[src/rtl/err_sweep_ctrl_pkg.sv]
// Shared types and constants for the approximate-adder error sweep controller.
package err_sweep_ctrl_pkg;

  typedef enum logic [1:0] {
    ST_IDLE  = 2'd0,
    ST_RUN   = 2'd1,
    ST_DRAIN = 2'd2,
    ST_DONE  = 2'd3
  } state_t;

  // Result widths: worst-case sweep error sum stays below 2^25,
  // mismatch count reaches 65536, a single error is at most 511.
  localparam int unsigned SUM_W     = 25;
  localparam int unsigned CNT_W     = 17;
  localparam int unsigned ERR_W     = 9;
  localparam int unsigned SWEEP_LEN = 65536;

  // Absolute difference of two 9-bit sums.
  function automatic logic [ERR_W-1:0] abs_diff9(input logic [8:0] x, input logic [8:0] y);
    return (x >= y) ? (x - y) : (y - x);
  endfunction

endpackage

[src/rtl/err_sweep_ctrl_adder.sv]
// 8-bit ripple-carry adder whose low APPROX_BITS cells are approximate:
// sum = a AND NOT cin, carry out forced to 1. Upper cells are exact.
module rc8_approx_adder #(
  parameter int unsigned APPROX_BITS = 7
) (
  input  logic [7:0] a,
  input  logic [7:0] b,
  output logic [8:0] sum
);

  logic [8:0] c;

  // Ripple through the eight cells; carry into cell 0 is zero.
  always_comb begin
    c   = '0;
    sum = '0;
    for (int unsigned i = 0; i < 8; i++) begin
      if (i < APPROX_BITS) begin
        sum[i]   = a[i] & ~c[i];
        c[i+1]   = 1'b1;
      end else begin
        sum[i]   = a[i] ^ b[i] ^ c[i];
        c[i+1]   = (a[i] & b[i]) | (c[i] & (a[i] ^ b[i]));
      end
    end
    sum[8] = c[8];
  end

endmodule

[src/rtl/err_sweep_ctrl.sv]
// Error-statistics controller: evaluates the approximate adder against the
// exact sum for one operand pair or all 65536 pairs and accumulates
// total error, mismatch count, maximum error and the last approximate sum.
module err_sweep_ctrl
  import err_sweep_ctrl_pkg::*;
#(
  parameter int unsigned APPROX_BITS = 7
) (
  input  logic             clk,
  input  logic             rst_n,
  input  logic             start,
  input  logic             single,
  input  logic [7:0]       op_a,
  input  logic [7:0]       op_b,
  input  logic             abort,
  output logic             busy,
  output logic             done,
  output logic [SUM_W-1:0] err_sum,
  output logic [CNT_W-1:0] err_cnt,
  output logic [ERR_W-1:0] max_err,
  output logic [8:0]       last_sum
);

  localparam logic [15:0] LAST_K = 16'(SWEEP_LEN - 1);

  state_t      state, state_nxt;
  logic [15:0] cnt;
  logic        mode_single;
  logic [7:0]  a_lat, b_lat;
  logic [7:0]  iss_a, iss_b;
  logic [8:0]  approx_w, exact_w;
  logic [8:0]  p_approx, p_exact;
  logic        p_vld;
  logic [ERR_W-1:0] abs_err;
  logic        last_issue;
  logic        accept;
  logic        do_abort;

  assign accept     = (state == ST_IDLE) && start;
  assign do_abort   = abort && ((state == ST_RUN) || (state == ST_DRAIN));
  assign last_issue = mode_single || (cnt == LAST_K);

  // Sweep order: low byte of the counter is a, high byte is b.
  assign iss_a   = mode_single ? a_lat : cnt[7:0];
  assign iss_b   = mode_single ? b_lat : cnt[15:8];
  assign exact_w = {1'b0, iss_a} + {1'b0, iss_b};
  assign abs_err = abs_diff9(p_approx, p_exact);

  rc8_approx_adder #(
    .APPROX_BITS(APPROX_BITS)
  ) u_adder (
    .a   (iss_a),
    .b   (iss_b),
    .sum (approx_w)
  );

  // State register.
  always_ff @(posedge clk) begin
    if (!rst_n) state <= ST_IDLE;
    else        state <= state_nxt;
  end

  // Next-state and status decode.
  always_comb begin
    state_nxt = state;
    busy      = 1'b0;
    done      = 1'b0;
    unique case (state)
      ST_IDLE: begin
        if (start) state_nxt = ST_RUN;
      end
      ST_RUN: begin
        busy = 1'b1;
        if (abort)           state_nxt = ST_IDLE;
        else if (last_issue) state_nxt = ST_DRAIN;
      end
      ST_DRAIN: begin
        busy = 1'b1;
        if (abort) state_nxt = ST_IDLE;
        else       state_nxt = ST_DONE;
      end
      ST_DONE: begin
        done      = 1'b1;
        state_nxt = ST_IDLE;
      end
      default: state_nxt = ST_IDLE;
    endcase
  end

  // Pair issue, one-stage sum pipeline and result accumulation.
  // Abort drops the in-flight pair so partial results stay as they were.
  always_ff @(posedge clk) begin
    if (!rst_n) begin
      cnt         <= '0;
      mode_single <= 1'b0;
      a_lat       <= '0;
      b_lat       <= '0;
      p_approx    <= '0;
      p_exact     <= '0;
      p_vld       <= 1'b0;
      err_sum     <= '0;
      err_cnt     <= '0;
      max_err     <= '0;
      last_sum    <= '0;
    end else if (accept) begin
      cnt         <= '0;
      mode_single <= single;
      a_lat       <= op_a;
      b_lat       <= op_b;
      p_vld       <= 1'b0;
      err_sum     <= '0;
      err_cnt     <= '0;
      max_err     <= '0;
      last_sum    <= '0;
    end else if (do_abort) begin
      p_vld <= 1'b0;
    end else begin
      if (state == ST_RUN) begin
        p_approx <= approx_w;
        p_exact  <= exact_w;
        p_vld    <= 1'b1;
        if (!last_issue) cnt <= cnt + 16'd1;
      end else begin
        p_vld <= 1'b0;
      end
      if (p_vld) begin
        err_sum  <= err_sum + SUM_W'(abs_err);
        err_cnt  <= err_cnt + CNT_W'(abs_err != '0);
        if (abs_err > max_err) max_err <= abs_err;
        last_sum <= p_approx;
      end
    end
  end

endmodule

[config.mk]
export PLATFORM = sky130hd
export DESIGN_NAME = err_sweep_ctrl
export DESIGN_NICKNAME = d
export VERILOG_FILES = /design/src/rtl/err_sweep_ctrl_pkg.sv /design/src/rtl/err_sweep_ctrl_adder.sv /design/src/rtl/err_sweep_ctrl.sv
export SDC_FILE = /design/constraint.sdc
export NUM_CORES = 1
export LEC_CHECK = 0
export BUFFER_PORTS_ARGS = -buffer_cell sky130_fd_sc_hd__buf_2
export CAP_MARGIN = 30
export CORE_MARGIN = 2
export CORE_UTILIZATION = 28
export CTS_BUF_LIST = sky130_fd_sc_hd__clkbuf_8 sky130_fd_sc_hd__clkbuf_16
export DETAILED_ROUTE_END_ITERATION = 12
export SYNTH_ARGS = -nofsm -noshare
export SYNTH_HDL_FRONTEND = slang
export SYNTH_SLANG_ARGS = --single-unit
[constraint.sdc]
create_clock -name clk -period 4.35 [get_ports clk]
set_input_delay 0.87 -clock clk [delete_from_list [all_inputs] [get_ports clk]]
set_output_delay 0.87 -clock clk [all_outputs]
set_load 0.1 [all_outputs]
After elaboration in Yosys (flattened, before gate mapping):

Cells that the tools add are included.

* add/sub/neg operators: 6
* $lt $le $gt $ge: 2
* equality and inequality tests: 6
* muxes and demuxes: 11
* bitwise logic cells: 8
* reduce and logical (&&, ||, !) cells: 14

Operator list (number)
* $add 25x9->25: 1
* $sub 9x9->9: 2
* $add 17x1->17: 1
* $add 16x1->16 const B: 1
* $eq 16x16->1 const B: 1
* $mux 8: 2
* $add 8x8->9: 1
* $ge 9x9->1: 1
* $gt 9x9->1: 1
* $mux 9: 1
* $reduce_and 3->1: 3
* $reduce_bool 9->1: 1
* $mux 2: 4
* $pmux 2 s4: 1
* $not 1->1: 5
* $eq 2x2->1 const B: 2
* $reduce_and 2->1: 2
* $reduce_or 2->1: 2
* $mux 1: 3
* $ne 3x3->1 const B: 1
* $reduce_or 3->1: 1
* $eq 2x1->1 const B: 1
* $logic_and 1x1->1: 2
* $logic_not 2->1: 1
* 5 further kinds: 6

* register bits after elaboration: 102
* word-level logic and storage cells: 59

Logic depth before layout (Yosys ltp):

Gate-level depths: netlist of the first run.

* depth after elaboration: 5
* depth in mapped cells: 18

Hierarchy:

From an unflattened synthesis of the first run, not the netlist that was laid out.

* cells, all modules: 822
* area, all modules: 6687.7 µm²

By module, submodules not included
* err_sweep_ctrl: instances 1, cells an instance 809, area each 6603.8 µm²
* rc8_approx_adder: instances 1, cells an instance 13, area each 83.8 µm²

Worst setup path after synthesis of the first run:

No wires, ideal clock.

* path type: register to register
* start: reg p_exact[8]
* end: reg err_cnt[6]
* setup time: 0.128 ns
* arrival: 3.478 ns
* slack: 0.744 ns
* cell stages (with the launch flop): 19
* buffers on the path: 1
* clock period less this slack: 3.606 ns
* path through: dfxtp_1 -> inv_1 -> ha_1 -> nor3b_1 -> nand4_4 -> nand2_1 -> nor3_1 -> a21oi_1 -> xor2_1 -> nor3_1 -> nand4_1 -> or4_1 -> ha_1 -> ha_1 -> and3_1 -> clkbuf_1 -> nand4_1 -> xor2_1 -> nor2_1

* longest elaborated chain between the ends: 4

RTL lines
* start: declaration: RTL line err_sweep_ctrl.sv:32 `logic [8:0] p_approx, p_exact;`
* start signal: assignment: RTL line err_sweep_ctrl.sv:120 `p_exact <= exact_w;`
* $sub 9x9->9 / $ge 9x9->1 (equally long branches): RTL line err_sweep_ctrl_pkg.sv:20 `return (x >= y) ? (x - y) : (y - x);`
* $mux 9 *: RTL line err_sweep_ctrl_pkg.sv:20
* named net abs_err[8]: RTL line err_sweep_ctrl.sv:34 `logic [ERR_W-1:0] abs_err;`
* $reduce_bool 9->1 *: RTL line err_sweep_ctrl.sv:128 `err_cnt <= err_cnt + CNT_W'(abs_err != '0);`
* $add 17x1->17 *: RTL line err_sweep_ctrl.sv:128
* end signal: assignment: RTL line err_sweep_ctrl.sv:128
* end: declaration: RTL line err_sweep_ctrl.sv:19 `output logic [CNT_W-1:0] err_cnt,`

Mark *: on every way through the listed nets, which the timed path passes. The rest lies on a longest branch.
A chain may end at the register's enable or synchronous reset.

Worst setup path in the final report of the first run:

* start: reg p_exact[8]
* end: reg err_sum[17]

* longest elaborated chain between the ends: 3

RTL lines
* $sub 9x9->9 / $ge 9x9->1 (equally long branches): RTL line err_sweep_ctrl_pkg.sv:20
* $mux 9 *: RTL line err_sweep_ctrl_pkg.sv:20
* named net abs_err[8]: RTL line err_sweep_ctrl.sv:34
* $add 25x9->25 *: RTL line err_sweep_ctrl.sv:127 `err_sum <= err_sum + SUM_W'(abs_err);`
* end signal: assignment: RTL line err_sweep_ctrl.sv:127
* end: declaration: RTL line err_sweep_ctrl.sv:18 `output logic [SUM_W-1:0] err_sum,`

Marks and branches as above.

==> results of run 1 <==
==> synthesized netlist by cell type, drive strengths merged (4+ instances only) <==
master / n
nand4: 12
nand2: 123
mux2: 9
buf: 18
and2: 4
dfxtp: 102
a21oi: 81
ha: 37
a31oi: 4
o21a: 4
nor4: 4
a211oi: 7
and3: 14
or3: 14
a2111o: 9
xnor2: 17
a21o: 8
o211ai: 5
nor2b: 4
nand3: 22
xor2: 22
o21ai: 39
inv: 44
clkbuf: 20
nor3: 23
mux2i: 11
nor2: 62
==> critical path: cells and delay by family (launching register included) <==
kind / cells / cell delay (ns)
xor gates and xnor gates: 1 / 0.44
and+or+nand+nor: 6 / 1.35
AOI/OAI and AO/OA: 4 / 1.06
DFF: 1 / 0.32
adders and majority gates: 2 / 0.61
buffers and inverters: 1 / 0.04
==> power by group through the flow <==
stage / Combinational [mW] / Sequential, mW / Clock (mW)
CTS: 0.827 / 0.991 / 0.839
detailed placement: 0.823 / 1.01 / 0
finish: 0.832 / 0.990 / 0.813
floorplan: 0.596 / 1.06 / 0
global route: 0.930 / 0.996 / 0.872
global placement: 0.817 / 1.01 / 0
==> worst max path at each step <==
stage                     from     endpoint  slack (ns)
floorplan           p_exact[8]   err_cnt[6]        0.74
global placement    p_exact[8]  err_sum[17]        0.49
detailed placement  p_exact[8]  err_sum[21]        0.40
CTS                 p_exact[8]  err_cnt[16]        0.37
global route        p_exact[8]  err_sum[23]        0.07
finish              p_exact[8]  err_sum[17]        0.45
==> state kept, by name, summed over array words and instances, names as in the netlist <==
| signal | cells |
|---|---|
| err_sum | 25 |
| err_cnt | 17 |
| cnt | 16 |
| max_err | 9 |
| p_exact | 9 |
| a_lat | 8 |
| b_lat | 8 |
| last_sum | 3 |
| p_approx | 3 |
| state | 2 |
| mode_single | 1 |
| p_vld | 1 |
==> metal layers <==
layer	global-route usage, %	wire length (um)
met5	0	0
met3	2.861	642
met4	4.299	266
met2	21.92	6909
met1	19.05	7636
==> placed cells by master, fill, tap and decap left out, types with 5 or more instances in the layout <==
master / instances
clkbuf_16: 9
or3_1: 14
inv_1: 44
a21oi_1: 81
nand3_1: 22
dfxtp_1: 102
o21ai_1: 5
nand2_1: 121
nand4_1: 11
mux2_2: 9
mux2i_1: 11
a211oi_1: 7
and3_1: 14
nor2_1: 61
a21o_1: 8
xor2_1: 22
a2111o_1: 9
buf_2: 76
ha_1: 37
o21ai_0: 34
nor3_1: 23
buf_4: 12
xnor2_1: 17
conb_1: 6
==> final cells by class <==
class / instances / share of cell area [%]
clock buffer: 9 / 3.203
clock inverter: 7 / 0.9786
inverter: 45 / 2.402
multi-input combinational: 593 / 52.79
sequential: 102 / 29.04
tap: 275 / 4.893
timing repair buffer: 88 / 6.690
==> cell families (layout without fill, tap and decap cells) <==
| family | Yosys count | count (layout) | share of synthesized area, % |
|---|---|---|---|
| other | 1 | 6 | 0.06172 |
| XOR/XNOR | 39 | 39 | 5.622 |
| AO/OA/AOI/OAI | 195 | 195 | 20.72 |
| flip-flops | 102 | 102 | 33.61 |
| buffers and inverters | 83 | 149 | 5.807 |
| adder cells (fa/ha/maj) | 40 | 40 | 8.278 |
| AND/OR/NAND/NOR | 293 | 293 | 22.43 |
| multiplexers | 20 | 20 | 3.480 |
==> through the flow <==
| stage | hold slack (ns) | std cells | cell area (um2) |
|---|---|---|---|
| 6_report | 0.4566 | 1119 | 7032 |
| 5_1_grt | 0.4853 | 1119 | 7032 |
| 4_1_cts | 0.4591 | 1119 | 7022 |
| 3_5_place_dp | 0.4491 | 1103 | 6728 |
| 3_3_place_gp | 0.4437 | 1103 | 6728 |
| 2_1_floorplan | 0.4329 | 778 | 6095 |
==> reports/results.env, run 1 <==
STATUS='complete, no violations'
SEQ_AREA_UM2=2042
SYNTH_TOP_AREA_SHARE_PCT=33.61
MULTI_INPUT_GATE_AREA_IN_THE_FINAL_LAYOUT_UM2=3712
WORST_PATH_LARGEST_CELL_DELAY_NS=0.45
ASYNCSETRESETFLOPFRACSYNTH_PCT=0
LAYOUT.FILLER_CELLS=2215
TIGHTEST_SLEW_NS=0.8747
YS_TYPES=70
DESIGN.PORTCOUNT=83
POWER_SHARE_OF_THE_CLOCK_GROUP_PCT=30.8
YS_SEQ_ELEMENTS=102
FINAL_REPORT_SETUP_VIOLATION_COUNT=0
CRIT-REG2REG-CAPTURE='err_sum[17]'
FINALWORSTPATHREQUIREDPERIOD_NS=3.900
DP_WORST_SETUP_SLACK_NS=0.3958
ANTENNA_CELLS_INSERTED=0
PLACE.PORT_BUFFERS=76
CP_DATA_REQUIRED_TIME_NS=4.64
CTS.HTREE.LEVELS=3
YOSYSWARNINGS=0
ENDPOINT_KIND='flip-flop'
WORST-SETUP-PATH-TYPE='flip-flop to flip-flop'
FINALSETUPTNS_NS=0
PATH_DEPTH_OF_THE_WORST_REG2REG_PATH=14
DP_HPWL_MM=11.48
FINAL_TOTAL_PWR_mW=2.635
DIEAREA_UM2=22890
HOLD_VIOL=0
CLOCK_LATENCY_NS=0.36
GR-USAGE-ALL-LAYERS_PCT=13.91
WIRE_PER_INST_UM=13.81
LARGEST_NET_DEGREE_AT_THE_START_OF_GLOBAL_ROUTING=38
R2R_SETUP_SLACK_NS=0.45
TRITONCTS='built'
INITIAL_UTILIZATION_PCT=28.72
CLOCK_SINKS=102
CTS.ROOT.BUFFER_CELL='clkbuf_16'
WORSTPATHCELLLIST='inv_1 -> ha_1 -> nor3b_1 -> nand4_4 -> nand2_2 -> nor3_1 -> a21oi_1 -> xor2_1 -> ha_1 -> nand2_1 -> or2_2 -> a211o_1 -> a2111o_1 -> o21ai_1'
SLEW_HEADROOM_PCT=41.69
HOLD_START='a_lat[4]'
LAYOUT-DRIVE-GT1-SHARE_PCT=14.81
ROUTE.DETAILED.VIAS_PER_INST=4.926
DRC=0
EDFF_COUNT_SYNTH=0
VIA_COUNT=5512
TOTAL_SWITCHING_POWER_mW=1.001
MIN_PATH_CELLS=2
ENDPOINT_ARRIVAL_TIME_ON_THE_CRITICAL_PATH_NS=4.19
LAYOUT_SKEW_NS=0.006217
GLOBALROUTEOVERFLOWTOTAL=0
RSZ0062_AT_GRT='no'
POSTCTSSETUPREPAIRBUFS=0
CRIT_PATH_FREQUENT_CELL='ha_1'
SYN-INSTANCE-COUNT=773
HOLD_PATH_ENDPOINT='a_lat[4]'
FINAL_CRITICAL_PATH_SETUP_SLACK_NS=0.4496
SYNTH.CELL_AREA_UM2=6076
COREAREA_UM2=21150
FLOORPLAN.ROWS=53
DETAIL_ROUTE.WIRELENGTH_MM=15.46
YOSYSTOPAREACELL='dfxtp_1'
GRT_PASS1_VIAS=5014
POWER.IR.VDD_WORST_uV=175.2
CP_SLOWEST_CELL='a2111o_1'
START_KIND='flip-flop'
UTILIZATION_PCT=33.24
CTS_INSERTED_BUFFERS=9
GLOBAL_ROUTE_WIRE_LENGTH_BEFORE_REPAIR_MM=25.43
CAP_VIOLATIONS=0
LEAKAGEPOWER_nW=2.852
AREA_DELTA_SYNTH_FINAL_PCT=15.73
DRT_PRE_ANTENNA_ITERS=5
CELLINTERNALPOWER_mW=1.634
REGTOREGSTARTPOINT='p_exact[8]'
YOSYS_MOST_USED_DFF='dfxtp_1'
FINALWEIGHTEDCONGESTION=0.8511
DESIGN.FINAL.NETS=898
P_PER_AREA_nW_PER_UM2=374.8
YS_SEQ_AREA_SHARE_PCT=33.61
POWER_FRAC_SEQ_PCT=37.6
KIND_OF_PATH_BEHIND_THE_TIGHTEST_HOLD_CHECK='flip-flop to flip-flop'
POWER.COMBINATIONAL.FRACTION_PCT=31.6
MAXIMUM_NET_FANOUT_ON_THE_CRITICAL_PATH=12
CTS_HOLD_BUFFERS=0
CLOCK_TREE.BUFFER_DEPTH=2
PATH_CLK_SLEW_NS=0.08
YOSYS-TOP-CELLS-AREA='dfxtp_1, ha_1, nand2_1'
CHIPWIDTH_UM=151.3
DRT-INITIAL-DRC-COUNT=312
AVERAGE_INSTANCE_AREA_AFTER_SYNTHESIS_UM2=7.860
GRT_ANTENNA_BEFORE_REPAIR=0
CELLS_RESIZED_BY_POST_CTS_REPAIR=0
FINAL_SLEW_VIOL_COUNT=0
SWITCHING_PORTION_OF_TOTAL_POWER_PCT=37.98
DIE_H_UM=151.3
MAX_FREQ_MHz=256.4
FINALCRITPERIODSHARE_PCT=89.67
DRTANTENNAVIOLNETS=0
(Power assumes the default switching activity.)
==> run 2: changes to the inputs <==
Settings changed: CORE_ASPECT_RATIO from default to 2.
==> reports/results.env, run 2 (synthesis results as in run 1) <==
FINALWORSTPATHREQUIREDPERIOD_NS=4.001  # +0.1007 ns
CTS_INSERTED_BUFFERS=9  # unchanged
INITIAL_UTILIZATION_PCT=28.40  # -0.32 points
STATUS='complete, no violations'
POWER.IR.VDD_WORST_uV=166.2  # -5.2%
LARGEST_REGISTERS='err_sum: 25 flops, err_cnt: 17 flops, cnt: 16 flops'
CTS.ROOT.BUFFER_CELL='clkbuf_16'
CRIT_START='p_exact[8]'
POSTCTSSETUPREPAIRBUFS=0  # unchanged
ENDPOINT_ARRIVAL_TIME_ON_THE_CRITICAL_PATH_NS=4.29  # +0.10 ns
FLOORPLAN.ROWS=76  # +43%
START_KIND='flip-flop'
MULTI_INPUT_GATE_AREA_IN_THE_FINAL_LAYOUT_UM2=3720  # +0.20%
LAYOUT-DRIVE-GT1-SHARE_PCT=15.15  # +0.34 points
DIE_H_UM=212.3  # +40%
AREA_DELTA_SYNTH_FINAL_PCT=15.86
HOLD_VIOL=0  # unchanged
FINALSETUPTNS_NS=0  # unchanged
CP_DATA_REQUIRED_TIME_NS=4.63  # about the same
CRIT-REG2REG-CAPTURE='err_sum[14]'
DETAIL_ROUTE.WIRELENGTH_MM=16.71  # +8.1%
RSZ0062_AT_GRT='no'
GLOBAL_ROUTE_WIRE_LENGTH_BEFORE_REPAIR_MM=26.75  # +5.2%
R2R_SETUP_SLACK_NS=0.35  # -0.10 ns
P_PER_AREA_nW_PER_UM2=378.3  # +0.93%
SEQ_AREA_UM2=2042  # unchanged
LAYOUT_COMMON_CELLS='nand2_1, dfxtp_1, a21oi_1'
FINAL_SLEW_VIOL_COUNT=0  # unchanged
FINALCRITPERIODSHARE_PCT=91.98  # +2.3 points
DRTANTENNAVIOLNETS=0  # unchanged
CLOCK_TREE.BUFFER_DEPTH=2  # unchanged
CAP_VIOLATIONS=0  # unchanged
MAXIMUM_NET_FANOUT_ON_THE_CRITICAL_PATH=9  # -3
CTS.HTREE.LEVELS=3  # unchanged
DIEAREA_UM2=22960  # +0.31%
COREAREA_UM2=21400  # +1.1%
NUMBER_OF_FLIP_FLOPS_IN_THE_LARGEST_REGISTER=25  # unchanged
LARGEST_NET_DEGREE_AT_THE_START_OF_GLOBAL_ROUTING=30  # -21%
DP_HPWL_MM=13.03  # +13%
CLOCK_LATENCY_NS=0.36  # about the same
TRITONCTS='built'
FINALWEIGHTEDCONGESTION=0.8617  # +1.2%
GRT_PASS1_VIAS=5282  # +5.3%
DESIGN.FINAL.NETS=899  # +0.11%
VIA_COUNT=5567  # +1.0%
ENDPOINT_KIND='flip-flop'
DRC=0  # unchanged
WIRE_PER_INST_UM=14.95  # +8.2%
GLOBALROUTEOVERFLOWTOTAL=0  # unchanged
LEAKAGEPOWER_nW=2.856  # +0.16%
DP_WORST_SETUP_SLACK_NS=0.3249  # -0.07083 ns
PATH_DEPTH_OF_THE_WORST_REG2REG_PATH=14  # unchanged
DESIGN.PORTCOUNT=83  # unchanged
REGMOSTFLOPS='err_sum'
FINAL_REPORT_SETUP_VIOLATION_COUNT=0  # unchanged
PLACE.PORT_BUFFERS=76  # unchanged
CRIT_PATH_END='err_sum[14]'
WORST-SETUP-PATH-TYPE='flip-flop to flip-flop'
DRT_PRE_ANTENNA_ITERS=4  # -1
ROUTE.DETAILED.VIAS_PER_INST=4.979  # +1.1%
SLEW_HEADROOM_PCT=40.64  # -1.1 points
FINAL_CRITICAL_PATH_SETUP_SLACK_NS=0.3489  # -0.1007 ns
REGTOREGSTARTPOINT='p_exact[8]'
ANTENNA_CELLS_INSERTED=0  # unchanged
GR-USAGE-ALL-LAYERS_PCT=14.86  # +0.95 points
CLOCK_SINKS=102  # unchanged
CHIPWIDTH_UM=108.2  # -29%
LAYOUT_SKEW_NS=0.01114  # +0.004927 ns
GRT_ANTENNA_BEFORE_REPAIR=0  # unchanged
DRT-INITIAL-DRC-COUNT=202  # -35%
MAX_FREQ_MHz=249.9  # -2.5%
LAYOUT.FILLER_CELLS=2330  # +5.2%
KIND_OF_PATH_BEHIND_THE_TIGHTEST_HOLD_CHECK='flip-flop to flip-flop'
TIGHTEST_SLEW_NS=0.8905  # +0.01576 ns
MOST_COMMON_CELL_AFTER_LAYOUT_FILL_AND_TAPS_ASIDE='nand2_1'
PATH_CLK_SLEW_NS=0.08  # about the same
## run 2: final cells by class
class,count,area share [%]
timing repair buffer,89,6.790
clock buffer,10,3.395
sequential,102,29.01
clock inverter,6,0.7110
tap,273,4.852
multi-input combinational,593,52.84
inverter,45,2.400
## run 2: worst min path at each step
stage,end,cells after the start,slack (ns),start
global route,last_sum[8],2,0.47,last_sum[8]
floorplan,a_lat[0],2,0.43,a_lat[0]
CTS,a_lat[0],2,0.46,a_lat[0]
finish,last_sum[7],2,0.46,last_sum[7]
detailed placement,a_lat[0],2,0.45,a_lat[0]
global placement,a_lat[0],2,0.44,a_lat[0]
## run 2: critical path: stages (launching register included)
cell	delay, ns
dfxtp_1	0.34
inv_1	0.04
ha_1	0.35
nor3b_1	0.39
nand4_4	0.22
a21boi_1	0.35
nor2_1	0.17
xnor2_1	0.15
ha_1	0.21
a221o_1	0.34
a41oi_1	0.53
a22o_1	0.27
a21oi_1	0.11
o2111ai_1	0.22
mux2i_1	0.22
## run 2: timing repair
| action | in CTS | in global routing |
|---|---|---|
| setup endpoints to repair | 0 | 15 |
| hold endpoints to repair | 0 | 0 |
| hold buffers | 0 | 0 |
| resized for setup | 0 | 3 |
## run 2: metrics by stage
step                cells  hold WS [ns]  cell area (um2)  power (mW)  utilization [%]
CTS                  1118        0.4582             7025       2.682            32.84
finish               1118        0.4550             7039       2.663            32.90
global route         1118        0.4722             7039       2.819            32.90
floorplan             778        0.4329             6095       1.653                -
global placement     1102        0.4443             6736       1.861            31.49
detailed placement   1102        0.4460             6736       1.870            31.49
## run 2: routing by layer
metal	wire length, um	global-route usage [%]	vias up
met3	528	2.207	35
met2	9316	28.32	98
met1	6342	15.54	2588
li1	-	-	2846
met5	0	0	-
met4	525	6.941	0
## run 2: where the power goes
part           switching [mW]  internal, mW  total (mW)
registers              0.0300         0.963       0.993
logic                   0.588         0.275       0.864
clock network           0.393         0.413       0.806
total                    1.01          1.65        2.66
